**config.mk**
```make
export PLATFORM = sky130hd
export DESIGN_NAME = cpu_execute_unit
export DESIGN_NICKNAME = d
export VERILOG_FILES = /design/src/rtl/rapid_pkg.sv /design/src/rtl/cpu_divider.sv /design/src/rtl/cpu_execute_unit.sv
export SDC_FILE = /design/constraint.sdc
export NUM_CORES = 2
export LEC_CHECK = 0
export BUFFER_PORTS_ARGS = -buffer_cell sky130_fd_sc_hd__clkbuf_2
export CELL_PAD_IN_SITES_DETAIL_PLACEMENT = 2
export CELL_PAD_IN_SITES_GLOBAL_PLACEMENT = 2
export CORE_UTILIZATION = 36
export CTS_CLUSTER_DIAMETER = 120
export DETAILED_ROUTE_END_ITERATION = 8
export PLACE_DENSITY_LB_ADDON = 0.05
export SLEW_MARGIN = 20
export SYNTH_ARGS = -nofsm -noshare
export SYNTH_HDL_FRONTEND = slang
export SYNTH_SLANG_ARGS = --single-unit
```
**constraint.sdc**
```tcl
create_clock -name i_clk -period 11.4 [get_ports i_clk]
set_input_delay 1.14 -clock i_clk [delete_from_list [all_inputs] [get_ports i_clk]]
set_output_delay 1.14 -clock i_clk [all_outputs]
set_load 0.01 [all_outputs]
```
**src/rtl/rapid_pkg.sv**
```systemverilog
// Shared pipeline types for the EX stage: ALU/branch encodings, the EX and
// MEM control words, their NOP defaults and small decode helpers.
package rapid_pkg;

  localparam int XLEN = 32;

  typedef enum logic [4:0] {
    ALU_ADD, ALU_SUB, ALU_SLL, ALU_SLT, ALU_SLTU, ALU_XOR, ALU_SRL, ALU_SRA,
    ALU_OR, ALU_AND,
    ALU_MUL, ALU_MULH, ALU_MULHSU, ALU_MULHU,
    ALU_DIV, ALU_DIVU, ALU_REM, ALU_REMU
  } alu_op_e;

  typedef enum logic {
    SRC_B_REG,
    SRC_B_IMM
  } src_b_e;

  typedef enum logic [3:0] {
    BR_NONE, BR_BEQ, BR_BNE, BR_BLT, BR_BGE, BR_BLTU, BR_BGEU, BR_JAL, BR_JALR
  } branch_e;

  typedef enum logic [1:0] {
    EX_IDLE,
    EX_DIVIDE,
    EX_DONE
  } ex_state_e;

  typedef struct packed {
    logic       reg_write;
    logic       mem_read;
    logic       mem_write;
    logic [1:0] mem_size;
    logic       mem_unsigned;
    logic [4:0] rd;
  } control_mem_s;

  typedef struct packed {
    alu_op_e      alu_op;
    src_b_e       src_b;
    branch_e      branch;
    control_mem_s mem_ctl;
  } control_ex_s;

  // Bubble control word for MEM: nothing read, written or retired.
  function automatic control_mem_s control_mem_s_default();
    control_mem_s c;
    c = '0;
    return c;
  endfunction

  // NOP for EX: ADD x0-style with a bubble memory control word.
  function automatic control_ex_s control_ex_s_default();
    control_ex_s c;
    c.alu_op  = ALU_ADD;
    c.src_b   = SRC_B_REG;
    c.branch  = BR_NONE;
    c.mem_ctl = control_mem_s_default();
    return c;
  endfunction

  function automatic logic is_div_op(alu_op_e op);
    return op inside {ALU_DIV, ALU_DIVU, ALU_REM, ALU_REMU};
  endfunction

  function automatic logic is_rem_op(alu_op_e op);
    return op inside {ALU_REM, ALU_REMU};
  endfunction

  function automatic logic is_signed_div_op(alu_op_e op);
    return op inside {ALU_DIV, ALU_REM};
  endfunction

endpackage

```
**src/rtl/cpu_divider.sv**
```systemverilog
// Iterative restoring divider for RV32M DIV/DIVU/REM/REMU. Signed operands
// are divided as magnitudes and the signs fixed up on the way out. Divide
// by zero and signed overflow are resolved at start and report done in the
// first busy cycle without iterating.
module cpu_divider
  import rapid_pkg::*;
#(
  parameter int DIV_BITS_PER_CYCLE = 1
) (
  input  logic            i_clk,
  input  logic            i_reset,
  input  logic            i_start,
  input  logic            i_signed,
  input  logic [XLEN-1:0] i_dividend,
  input  logic [XLEN-1:0] i_divisor,
  output logic            o_done,
  output logic [XLEN-1:0] o_quotient,
  output logic [XLEN-1:0] o_remainder
);

  localparam int STEPS = XLEN / DIV_BITS_PER_CYCLE;
  localparam int CNT_W = $clog2(STEPS + 1);

  logic             busy_q, busy_d;
  logic             special_q, special_d;
  logic [CNT_W-1:0] cnt_q, cnt_d;
  logic [XLEN-1:0]  rem_q, rem_d;
  logic [XLEN-1:0]  quo_q, quo_d;
  logic [XLEN-1:0]  dsr_q, dsr_d;
  logic             neg_quo_q, neg_quo_d;
  logic             neg_rem_q, neg_rem_d;

  logic [XLEN-1:0]  step_rem, step_quo;
  logic [XLEN+1:0]  div_shift, div_trial;
  logic [XLEN-1:0]  dividend_mag, divisor_mag;

  // One cycle of restoring iterations on the current partial remainder.
  always_comb begin
    // NOTE: every signal written here gets a value before any branch or loop, so no latch can be inferred.
    step_rem  = rem_q;
    step_quo  = quo_q;
    div_shift = '0;
    div_trial = '0;
    for (int i = 0; i < DIV_BITS_PER_CYCLE; i++) begin
      div_shift = {1'b0, step_rem, step_quo[XLEN-1]};
      div_trial = div_shift - {2'b00, dsr_q};
      if (div_trial[XLEN+1]) begin
        step_rem = div_shift[XLEN-1:0];
      end else begin
        step_rem = div_trial[XLEN-1:0];
      end
      step_quo = {step_quo[XLEN-2:0], ~div_trial[XLEN+1]};
    end
  end

  // Done flag and sign-corrected results, valid while o_done is high.
  always_comb begin
    o_done      = busy_q && (special_q || (cnt_q == CNT_W'(1)));
    o_quotient  = quo_q;
    o_remainder = rem_q;
    if (!special_q) begin
      o_quotient  = neg_quo_q ? -step_quo : step_quo;
      o_remainder = neg_rem_q ? -step_rem : step_rem;
    end
  end

  // Operand setup on start, then iterate until the counter runs out.
  always_comb begin
    dividend_mag = (i_signed && i_dividend[XLEN-1]) ? -i_dividend : i_dividend;
    divisor_mag  = (i_signed && i_divisor[XLEN-1])  ? -i_divisor  : i_divisor;
    busy_d    = busy_q;
    special_d = special_q;
    cnt_d     = cnt_q;
    rem_d     = rem_q;
    quo_d     = quo_q;
    dsr_d     = dsr_q;
    neg_quo_d = neg_quo_q;
    neg_rem_d = neg_rem_q;
    if (i_start) begin
      busy_d    = 1'b1;
      cnt_d     = CNT_W'(STEPS);
      dsr_d     = divisor_mag;
      neg_quo_d = i_signed && (i_dividend[XLEN-1] ^ i_divisor[XLEN-1]);
      neg_rem_d = i_signed && i_dividend[XLEN-1];
      if (i_divisor == '0) begin
        special_d = 1'b1;
        quo_d     = '1;
        rem_d     = i_dividend;
      end else if (i_signed && (i_dividend == 32'h8000_0000) && (i_divisor == '1)) begin
        special_d = 1'b1;
        quo_d     = 32'h8000_0000;
        rem_d     = '0;
      end else begin
        special_d = 1'b0;
        quo_d     = dividend_mag;
        rem_d     = '0;
      end
    end else if (busy_q) begin
      if (o_done) begin
        busy_d    = 1'b0;
        special_d = 1'b0;
      end else begin
        rem_d = step_rem;
        quo_d = step_quo;
        cnt_d = cnt_q - CNT_W'(1);
      end
    end
  end

  // Divider state registers; reset aborts any divide in flight.
  always_ff @(posedge i_clk or posedge i_reset) begin
    if (i_reset) begin
      busy_q    <= 1'b0;
      special_q <= 1'b0;
      cnt_q     <= '0;
      rem_q     <= '0;
      quo_q     <= '0;
      dsr_q     <= '0;
      neg_quo_q <= 1'b0;
      neg_rem_q <= 1'b0;
    end else begin
      // NOTE: non-blocking assignments so every flop samples the pre-edge values.
      busy_q    <= busy_d;
      special_q <= special_d;
      cnt_q     <= cnt_d;
      rem_q     <= rem_d;
      quo_q     <= quo_d;
      dsr_q     <= dsr_d;
      neg_quo_q <= neg_quo_d;
      neg_rem_q <= neg_rem_d;
    end
  end

endmodule

```
**src/rtl/cpu_execute_unit.sv**
```systemverilog
// EX stage of the 5-stage RV32IM pipeline. Registers the decoded instruction
// when ready, computes ALU/MUL results, addresses, jump links and branch
// redirects combinationally, and runs DIV/REM through cpu_divider while
// emitting bubbles to MEM.
module cpu_execute_unit
  import rapid_pkg::*;
#(
  parameter int DIV_BITS_PER_CYCLE = 1
) (
  input  logic            i_clk,
  input  logic            i_reset,
  input  control_ex_s     i_control_sig,
  input  logic [XLEN-1:0] i_rs1,
  input  logic [XLEN-1:0] i_rs2,
  input  logic [XLEN-1:0] i_imm,
  input  logic [XLEN-1:0] i_pc,
  input  logic            i_mem_ready,
  output logic [XLEN-1:0] o_data_out,
  output logic [XLEN-1:0] o_rs2,
  output control_mem_s    o_control_mem,
  output logic            o_branch_taken,
  output logic [XLEN-1:0] o_branch_target,
  output logic            o_pipeline_ready
);

  control_ex_s     ir_control_sig_q, ir_control_sig_d;
  logic [XLEN-1:0] ir_rs1_q, ir_rs1_d;
  logic [XLEN-1:0] ir_rs2_q, ir_rs2_d;
  logic [XLEN-1:0] ir_imm_q, ir_imm_d;
  logic [XLEN-1:0] ir_pc_q, ir_pc_d;
  logic [XLEN-1:0] r_div_result_q, r_div_result_d;
  ex_state_e       state_q, state_d;

  alu_op_e         op;
  logic [XLEN-1:0] operand_b;
  logic [4:0]      shamt;
  logic [XLEN-1:0] alu_result;
  logic [XLEN:0]   mul_a, mul_b;
  logic [63:0]     mul_a_ext, mul_b_ext, mul_prod;
  logic            branch_cond, is_jump, is_cond_branch;
  logic [XLEN-1:0] jump_link;
  logic            div_start, div_done;
  logic [XLEN-1:0] div_quotient, div_remainder;

  assign op = ir_control_sig_q.alu_op;

  // Input registers follow the inputs only in cycles where EX accepts.
  always_comb begin
    ir_control_sig_d = ir_control_sig_q;
    ir_rs1_d         = ir_rs1_q;
    ir_rs2_d         = ir_rs2_q;
    ir_imm_d         = ir_imm_q;
    ir_pc_d          = ir_pc_q;
    if (o_pipeline_ready) begin
      ir_control_sig_d = i_control_sig;
      ir_rs1_d         = i_rs1;
      ir_rs2_d         = i_rs2;
      ir_imm_d         = i_imm;
      ir_pc_d          = i_pc;
    end
  end

  // Single-cycle ALU and multiplier on the registered operands.
  always_comb begin
    operand_b = (ir_control_sig_q.src_b == SRC_B_IMM) ? ir_imm_q : ir_rs2_q;
    shamt     = operand_b[4:0];
    // 33-bit operands: the extra top bit is the sign for signed inputs, 0 otherwise.
    mul_a     = {(op == ALU_MULH || op == ALU_MULHSU) && ir_rs1_q[XLEN-1], ir_rs1_q};
    mul_b     = {(op == ALU_MULH) && operand_b[XLEN-1], operand_b};
    mul_a_ext = {{(63 - XLEN){mul_a[XLEN]}}, mul_a};
    mul_b_ext = {{(63 - XLEN){mul_b[XLEN]}}, mul_b};
    mul_prod  = mul_a_ext * mul_b_ext;
    case (op)
      ALU_ADD:    alu_result = ir_rs1_q + operand_b;
      ALU_SUB:    alu_result = ir_rs1_q - operand_b;
      ALU_SLL:    alu_result = ir_rs1_q << shamt;
      ALU_SLT:    alu_result = {31'b0, $signed(ir_rs1_q) < $signed(operand_b)};
      ALU_SLTU:   alu_result = {31'b0, ir_rs1_q < operand_b};
      ALU_XOR:    alu_result = ir_rs1_q ^ operand_b;
      ALU_SRL:    alu_result = ir_rs1_q >> shamt;
      ALU_SRA:    alu_result = $unsigned($signed(ir_rs1_q) >>> shamt);
      ALU_OR:     alu_result = ir_rs1_q | operand_b;
      ALU_AND:    alu_result = ir_rs1_q & operand_b;
      ALU_MUL:    alu_result = mul_prod[XLEN-1:0];
      ALU_MULH,
      ALU_MULHSU,
      ALU_MULHU:  alu_result = mul_prod[2*XLEN-1:XLEN];
      default:    alu_result = '0;
    endcase
  end

  // Branch condition and redirect target from the registered operands.
  always_comb begin
    is_jump        = ir_control_sig_q.branch inside {BR_JAL, BR_JALR};
    is_cond_branch = (ir_control_sig_q.branch != BR_NONE) && !is_jump;
    jump_link      = ir_pc_q + 32'd4;
    case (ir_control_sig_q.branch)
      BR_BEQ:  branch_cond = (ir_rs1_q == ir_rs2_q);
      BR_BNE:  branch_cond = (ir_rs1_q != ir_rs2_q);
      BR_BLT:  branch_cond = ($signed(ir_rs1_q) < $signed(ir_rs2_q));
      BR_BGE:  branch_cond = ($signed(ir_rs1_q) >= $signed(ir_rs2_q));
      BR_BLTU: branch_cond = (ir_rs1_q < ir_rs2_q);
      BR_BGEU: branch_cond = (ir_rs1_q >= ir_rs2_q);
      BR_JAL,
      BR_JALR: branch_cond = 1'b1;
      default: branch_cond = 1'b0;
    endcase
    if (ir_control_sig_q.branch == BR_JALR) begin
      o_branch_target = (ir_rs1_q + ir_imm_q) & ~32'd1;
    end else begin
      o_branch_target = ir_pc_q + ir_imm_q;
    end
  end

  assign o_rs2 = ir_rs2_q;

  // Sequencer: single-cycle ops in IDLE, divides park in DIVIDE then DONE.
  always_comb begin
    state_d          = state_q;
    r_div_result_d   = r_div_result_q;
    div_start        = 1'b0;
    o_pipeline_ready = i_mem_ready;
    o_data_out       = '0;
    o_control_mem    = control_mem_s_default();
    o_branch_taken   = 1'b0;
    case (state_q)
      EX_IDLE: begin
        if (is_div_op(op)) begin
          div_start        = 1'b1;
          o_pipeline_ready = 1'b0;
          state_d          = EX_DIVIDE;
        end else begin
          o_data_out     = is_jump ? jump_link : alu_result;
          o_control_mem  = is_cond_branch ? control_mem_s_default() : ir_control_sig_q.mem_ctl;
          // Pulse only on the hand-over cycle so a stalled branch redirects once.
          o_branch_taken = branch_cond && i_mem_ready;
        end
      end
      EX_DIVIDE: begin
        o_pipeline_ready = 1'b0;
        if (div_done) begin
          r_div_result_d = is_rem_op(op) ? div_remainder : div_quotient;
          state_d        = EX_DONE;
        end
      end
      EX_DONE: begin
        o_data_out    = r_div_result_q;
        o_control_mem = ir_control_sig_q.mem_ctl;
        if (i_mem_ready) begin
          state_d = EX_IDLE;
        end
      end
      default: state_d = EX_IDLE;
    endcase
  end

  // Pipeline, result and state registers.
  always_ff @(posedge i_clk or posedge i_reset) begin
    if (i_reset) begin
      ir_control_sig_q <= control_ex_s_default();
      ir_rs1_q         <= '0;
      ir_rs2_q         <= '0;
      ir_imm_q         <= '0;
      ir_pc_q          <= '0;
      r_div_result_q   <= '0;
      state_q          <= EX_IDLE;
    end else begin
      ir_control_sig_q <= ir_control_sig_d;
      ir_rs1_q         <= ir_rs1_d;
      ir_rs2_q         <= ir_rs2_d;
      ir_imm_q         <= ir_imm_d;
      ir_pc_q          <= ir_pc_d;
      r_div_result_q   <= r_div_result_d;
      state_q          <= state_d;
    end
  end

  cpu_divider #(
    .DIV_BITS_PER_CYCLE (DIV_BITS_PER_CYCLE)
  ) u_divider (
    .i_clk       (i_clk),
    .i_reset     (i_reset),
    .i_start     (div_start),
    .i_signed    (is_signed_div_op(op)),
    .i_dividend  (ir_rs1_q),
    .i_divisor   (ir_rs2_q),
    .o_done      (div_done),
    .o_quotient  (div_quotient),
    .o_remainder (div_remainder)
  );

endmodule

```
# Word-level counts from Yosys, hierarchy flattened
# Index checks and enable logic that the tools add are counted.
[op_classes] n_reduce_logical=29 eq_ne=36 mul=1 addsub=11 magnitude_cmp=6 mux=48 n_shift=3 bitwise=5
[op_table] cell="$mux 32" count=21
[op_table] cell="$pmux 32 s12" count=1
[op_table] cell="$lt 32x32->1" count=4
[op_table] cell="$neg 32->32" count=4
[op_table] cell="$add 32x32->32" count=3
[op_table] cell="$eq 32x32->1 const B" count=2
[op_table] cell="$ge 32x32->1" count=2
[op_table] cell="$mul 33x33->64" count=1
[op_table] cell="$pmux 32 s2" count=1
[op_table] cell="$eq 5x4->1 const B" count=8
[op_table] cell="$sub 33x32->34" count=1
[op_table] cell="$add 32x3->32 const B" count=1
[op_table] cell="$and 32x32->32" count=1
[op_table] cell="$eq 32x32->1" count=1
[op_table] cell="$logic_not 32->1" count=1
[op_table] cell="$ne 32x32->1" count=1
[op_table] cell="$or 32x32->32" count=1
[op_table] cell="$shl 32x5->32" count=1
[op_table] cell="$shr 32x5->32" count=1
[op_table] cell="$sshr 32x5->32" count=1
[op_table] cell="$sub 32x32->32" count=1
[op_table] cell="$xor 32x32->32" count=1
[op_table] cell="$mux 11" count=2
[op_table] cell="$pmux 11 s2" count=1
[op_table] cell="32 further kinds" count=77
[word_totals] regBits=289 word_cells=162 out_inout_bits=109 inputBits=152

# Depth between registers and ports, before layout
[logic_depth] depth_word=8 mapped_depth=39 ltp_nobuf=35

# Hierarchy
# From an unflattened synthesis, not the netlist that was laid out.
[hier_totals] cells_unflattened=8524 hier_area_um2=69516.7
[modules_own_cells] mod="cpu_execute_unit" n_inst=1 seq_area_each_um2=4579.4 area_per_inst_um2=58487.3 cells_per_inst=7019
[modules_own_cells] mod="cpu_divider" n_inst=1 seq_area_each_um2=2652.5 area_per_inst_um2=11029.3 cells_per_inst=1505

# Least setup slack after synthesis
# OpenSTA, ideal clock, no wires.
[synth_timing] path_type="register to output" startpoint="reg ir_control_sig_q[15] (netlist bit)" endpoint="out o_data_out[29]" setup_slack_ns=-0.348 stages_incl_launch_ff=38 arrival_time_ns=10.608 path_buffers=7 t_required_ns=10.260 path_cell_list="dfrtp_1 > clkbuf_1 > mux2i_1 > clkbuf_1 > buf_1 > buf_2 > clkbuf_1 > clkbuf_1 > nor2_1 > fa_1 > inv_1 > fa_1 > inv_1 > fa_1 > fa_1 > inv_1 > fa_1 > inv_1 > (+2 left out) > fa_1 > inv_1 > fa_1 > ha_1 > clkbuf_1 > o21a_1 > o21a_1 > o21ai_0 > or4_1 > o221a_2 > o21a_1 > o31ai_1 > a2111oi_0 > nor3b_1 > o21a_1 > nor2_1 > xor2_1 > o311ai_1"
[synth_via] elab_chain_len=7 word_cells_on_any_way=15 classes_between="2 x add/sub; 1 x mul; 3 x shift; 5 x mux; 3 x bitwise; 1 x reduce/logical"
[synth_lines] element="start: declaration" line="cpu_execute_unit.sv:26" text="control_ex_s ir_control_sig_q, ir_control_sig_d;"
[synth_lines] element="start signal: assignment" line="cpu_execute_unit.sv:160" text="ir_control_sig_q <= control_ex_s_default();"
[synth_lines] element="start signal: assignment" line="cpu_execute_unit.sv:168" text="ir_control_sig_q <= ir_control_sig_d;"
[synth_lines] element="$mux 32 (*)" line="cpu_execute_unit.sv:65" text="operand_b = (ir_control_sig_q.src_b == SRC_B_IMM) ? ir_imm_q : ir_rs2_q;"
[synth_lines] element="$logic_and 1x1->1" line="cpu_execute_unit.sv:69" text="mul_b = {(op == ALU_MULH) && operand_b[XLEN-1], operand_b};"
[synth_lines] element="$mul 33x33->64" line="cpu_execute_unit.sv:72" text="mul_prod = mul_a_ext * mul_b_ext;"
[synth_lines] element="$pmux 32 s12 (*)" line="cpu_execute_unit.sv:73" text="case (op)"
[synth_lines] element="$mux 32 (*)" line="cpu_execute_unit.sv:133" text="o_data_out = is_jump ? jump_link : alu_result;"
[synth_lines] element="$mux 32 (*)" line="cpu_execute_unit.sv:128" text="if (is_div_op(op)) begin"
[synth_lines] element="$pmux 32 s2 (*)" line="cpu_execute_unit.sv:126" text="case (state_q)"
[synth_lines] element="end: declaration" line="cpu_execute_unit.sv:18" text="output logic [XLEN-1:0] o_data_out,"
# Mark *: on every way between the ends. The rest lies on a longest branch, timed or not.

# Worst setup path after layout
[layout_timing] startpoint="reg ir_control_sig_q[15] (netlist bit)" endpoint="out o_data_out[23]"
# The elaborated chain is that of the path after synthesis.

==> results.yml <==
setup_path:
  start_kind: "flop"
  r2r-start: "u_divider.dsr_q[10]"
  end_kind: "primary output"
  cp_common_cell: "fa_1"
  cp-startpoint: "ir_control_sig_q[15]"
  arrival_ns: 10.19
  crit_cells: 34
  worst-setup-path-type: "flop to primary output"
  reg2reg_to: "r_div_result_q[24]"
  reg2reg_slack_ns: 4.55
  cpPeakStageDelay_ns: 0.60
  crit_required_ns: 10.26
  cp_top_family: "adder cells"
  cp_slowest_cell: "fa_1"
  critPathMaxFanout: 6
  reg2reg_depth: 21
  endpoint: "o_data_out[23]"
  path_buf_inv: 10
status:
  status: "finished, final reports clean"
timing:
  min_period_ns: 11.33
  drv_slew: 0
  setup_slack_ns: 0.06777
  rsz0062_at_grt: "yes"
  whs_ns: 0.4771
  tightest_slew_ns: 1.237
  setup_viol: 0
  tns_ns: 0
  hold_violations: 0
  skew_ns: 0.07337
  final.period_utilization_pct: 99.41
  slew_headroom_pct: 16.24
  clock.fmax_mhz: 88.24
yosys:
  synth_ff_type: "dfrtp_1"
  synth_top_family_by_area: "adder cells"
  synth-simple-area-share_pct: 15.04
  synth-compound-area-share_pct: 14.82
  postSynthRegisterBits: 289
  synth-xor-area-share_pct: 3.620
  async_flop_share_pct: 100.0
  synthAdderAreaFrac_pct: 41.55
  ys.warnings.count: 0
  synth-edff-count: 0
  yosysUniqueCellTypes: 93
  syn_inst: 8260
  synth_nets: 9984
  synthMuxAreaShare_pct: 3.823
  synth_area_per_cell_sq_um: 8.202
  ys_seq_area_share_pct: 10.67
  synth_area_sq_um: 67750
clocking:
  cts.sinks: 289
  clkTransAtPathRegs_ns: 0.06
  numCtsBuffers: 43
  cts_htree_levels: 2
  clock-root-buffer: "clkbuf_16"
  clock_latency_ns: 0.69
  holdBufCountCts: 0
  cts_max_path_buffers: 3
  cts_tree: "yes"
min_path:
  min_from: "u_divider.dsr_q[16]"
  min_path_type: "flop to flop"
  hold_path_depth: 2
run:
  cap_violations: 0
floorplanning:
  die_y_microns: 435.8
  dieArea_sq_um: 189900
  ios: 261
  initial_core_util_pct: 36.38
  num_rows: 158
  core_sq_um: 186200
  die_w_microns: 435.8
global_routing:
  gr-total-overflow: 0
  antenna_found_initial: 36
  grt_pass1_vias: 72100
  grt_max_degree: 102
  grt_pass1_wl_microns: 536000
  gr-usage-all-layers_pct: 39.23
layout:
  final_common_cell: "inv_1"
  fill_cells: 21020
  final_cell_mix: "1383 x inv_1, 1278 x nand2_1, 1123 x fa_1, 677 x nor2_1, 516 x buf_4"
  nets: 10400
  drive_gt1_share_pct: 14.06
  syn2layout_area_growth_pct: 15.27
placed_design:
  io_buffers: 260
  pre_cts_ws_ns: -0.5662
  gp_congestion: 1.025
  dp_hpwl_microns: 307300
drt:
  drtIter0Drc: 5067
  ant_nets: 0
  via_per_inst: 5.878
  wl_per_cell_microns: 33.94
  vias: 65870
  wl_microns: 380300
  dr.pass1.iters: 5
  drcViolationCount: 0
-- stage by stage --
stage	instances	utilization [%]	instance area, sq um
after global placement	11060	40.48	75370
final	11210	41.93	78090
after CTS	11160	41.51	77300
after floorplan	8260	-	67770
after global routing	11190	41.92	78060
after detailed placement	11060	40.48	75390
-- flip-flops by register name, summed over array words and instances, names as in the netlist --
register	flops
ir_imm_q	32
u_divider.neg_quo_q	1
o_rs2	32
ir_pc_q	32
ir_control_sig_q	16
state_q	2
ir_rs1_q	32
op	5
u_divider.special_q	1
u_divider.rem_q	32
u_divider.neg_rem_q	1
r_div_result_q	32
u_divider.busy_q	1
u_divider.cnt_q	6
u_divider.dsr_q	32
u_divider.quo_q	32
-- cell usage after synthesis, types with 13 or more instances --
library cell  count  share of area (%)
mux2_2           90                1.5
o22ai_1          37               0.34
or2_2            13               0.12
o41ai_1          19               0.25
a221oi_1         43               0.56
xor2_1           87                1.1
a21oi_1         392                2.9
o21bai_1         24               0.27
and3_1           21               0.19
ha_1            442                8.2
xnor2_1         193                2.5
nand4_1          46               0.42
o21ai_0         472                3.5
o211ai_1         64               0.71
o2111ai_1        25               0.32
a31oi_1          52               0.48
o31ai_1          43               0.48
or3_1            32               0.30
nor3_1           87               0.64
dfrtp_1         289                 11
a22oi_1          25               0.28
o21a_1           44               0.49
a22o_1           17               0.22
inv_1          1389                7.7
nand2b_1         42               0.39
nor2b_1          22               0.20
nor4_1           29               0.27
mux2i_1         108                1.6
nor2_1          683                3.8
o221ai_1         22               0.28
nand3_1          79               0.58
a21o_1           95                1.1
buf_1            43               0.24
fa_1           1130                 33
o22a_1           15               0.19
a21boi_0         17               0.19
a211oi_1         40               0.44
and2_1           39               0.36
nand2_1        1281                7.1
o21ai_1          21               0.16
mux4_2           22               0.73
clkbuf_1        423                2.3
-- cell type report --
| class | count | area [sq um] | area share, % |
|---|---|---|---|
| Antenna cell | 16 | 40.04 | 0.05127 |
| Clock buffer | 54 | 1147 | 1.469 |
| Clock inverter | 23 | 405.4 | 0.5191 |
| Inverter | 1404 | 5284 | 6.766 |
| Multi-Input combinational cell | 6088 | 54170 | 69.37 |
| Sequential cell | 289 | 7277 | 9.318 |
| Tap cell | 2480 | 3103 | 3.973 |
| Timing Repair Buffer | 852 | 6666 | 8.537 |
-- metal layers --
metal	wire length [microns]	up-vias	GRT usage (%)
li1	-	27340	-
met1	160300	35630	52.42
met2	176200	2218	63.69
met3	22930	672	5.092
met4	20830	14	16.77
met5	91	-	0
-- logic make-up after synthesis --
| group | after synthesis |
|---|---|
| flops | 289 |
| buf+inv | 1883 |
| fa+ha+maj | 1572 |
| mux | 220 |
| xor+xnor | 280 |
| compound gates | 1587 |
| simple gates | 2429 |
-- worst register-to-register path: cells and delay by family, from the launching register on --
family          cells  cell delay, ns
compound gates      9            2.29
mux                 3            1.30
simple gates        4            1.18
fa+ha+maj           2            0.73
buf+inv             2            0.61
flops               1            0.49
xor+xnor            1            0.14
-- what timing repair did --
action,4_1_cts,5_1_grt
setup buffers,16,29
cloned,1,5
setup endpoints to repair,26,18
gates resized for setup,34,77
pin swaps,6,28
-- how the worst min path moves through the flow --
stage	to	slack, ns
3_5_place_dp	u_divider.dsr_q[25]	0.47
2_1_floorplan	r_div_result_q[0]	0.45
5_1_grt	u_divider.dsr_q[30]	0.51
4_1_cts	u_divider.dsr_q[21]	0.49
3_3_place_gp	u_divider.neg_quo_q	0.46
6_report	u_divider.dsr_q[16]	0.48
Power is not shown: default switching activity piles up to over one toggle a cycle in this logic, so the estimate is an artifact.
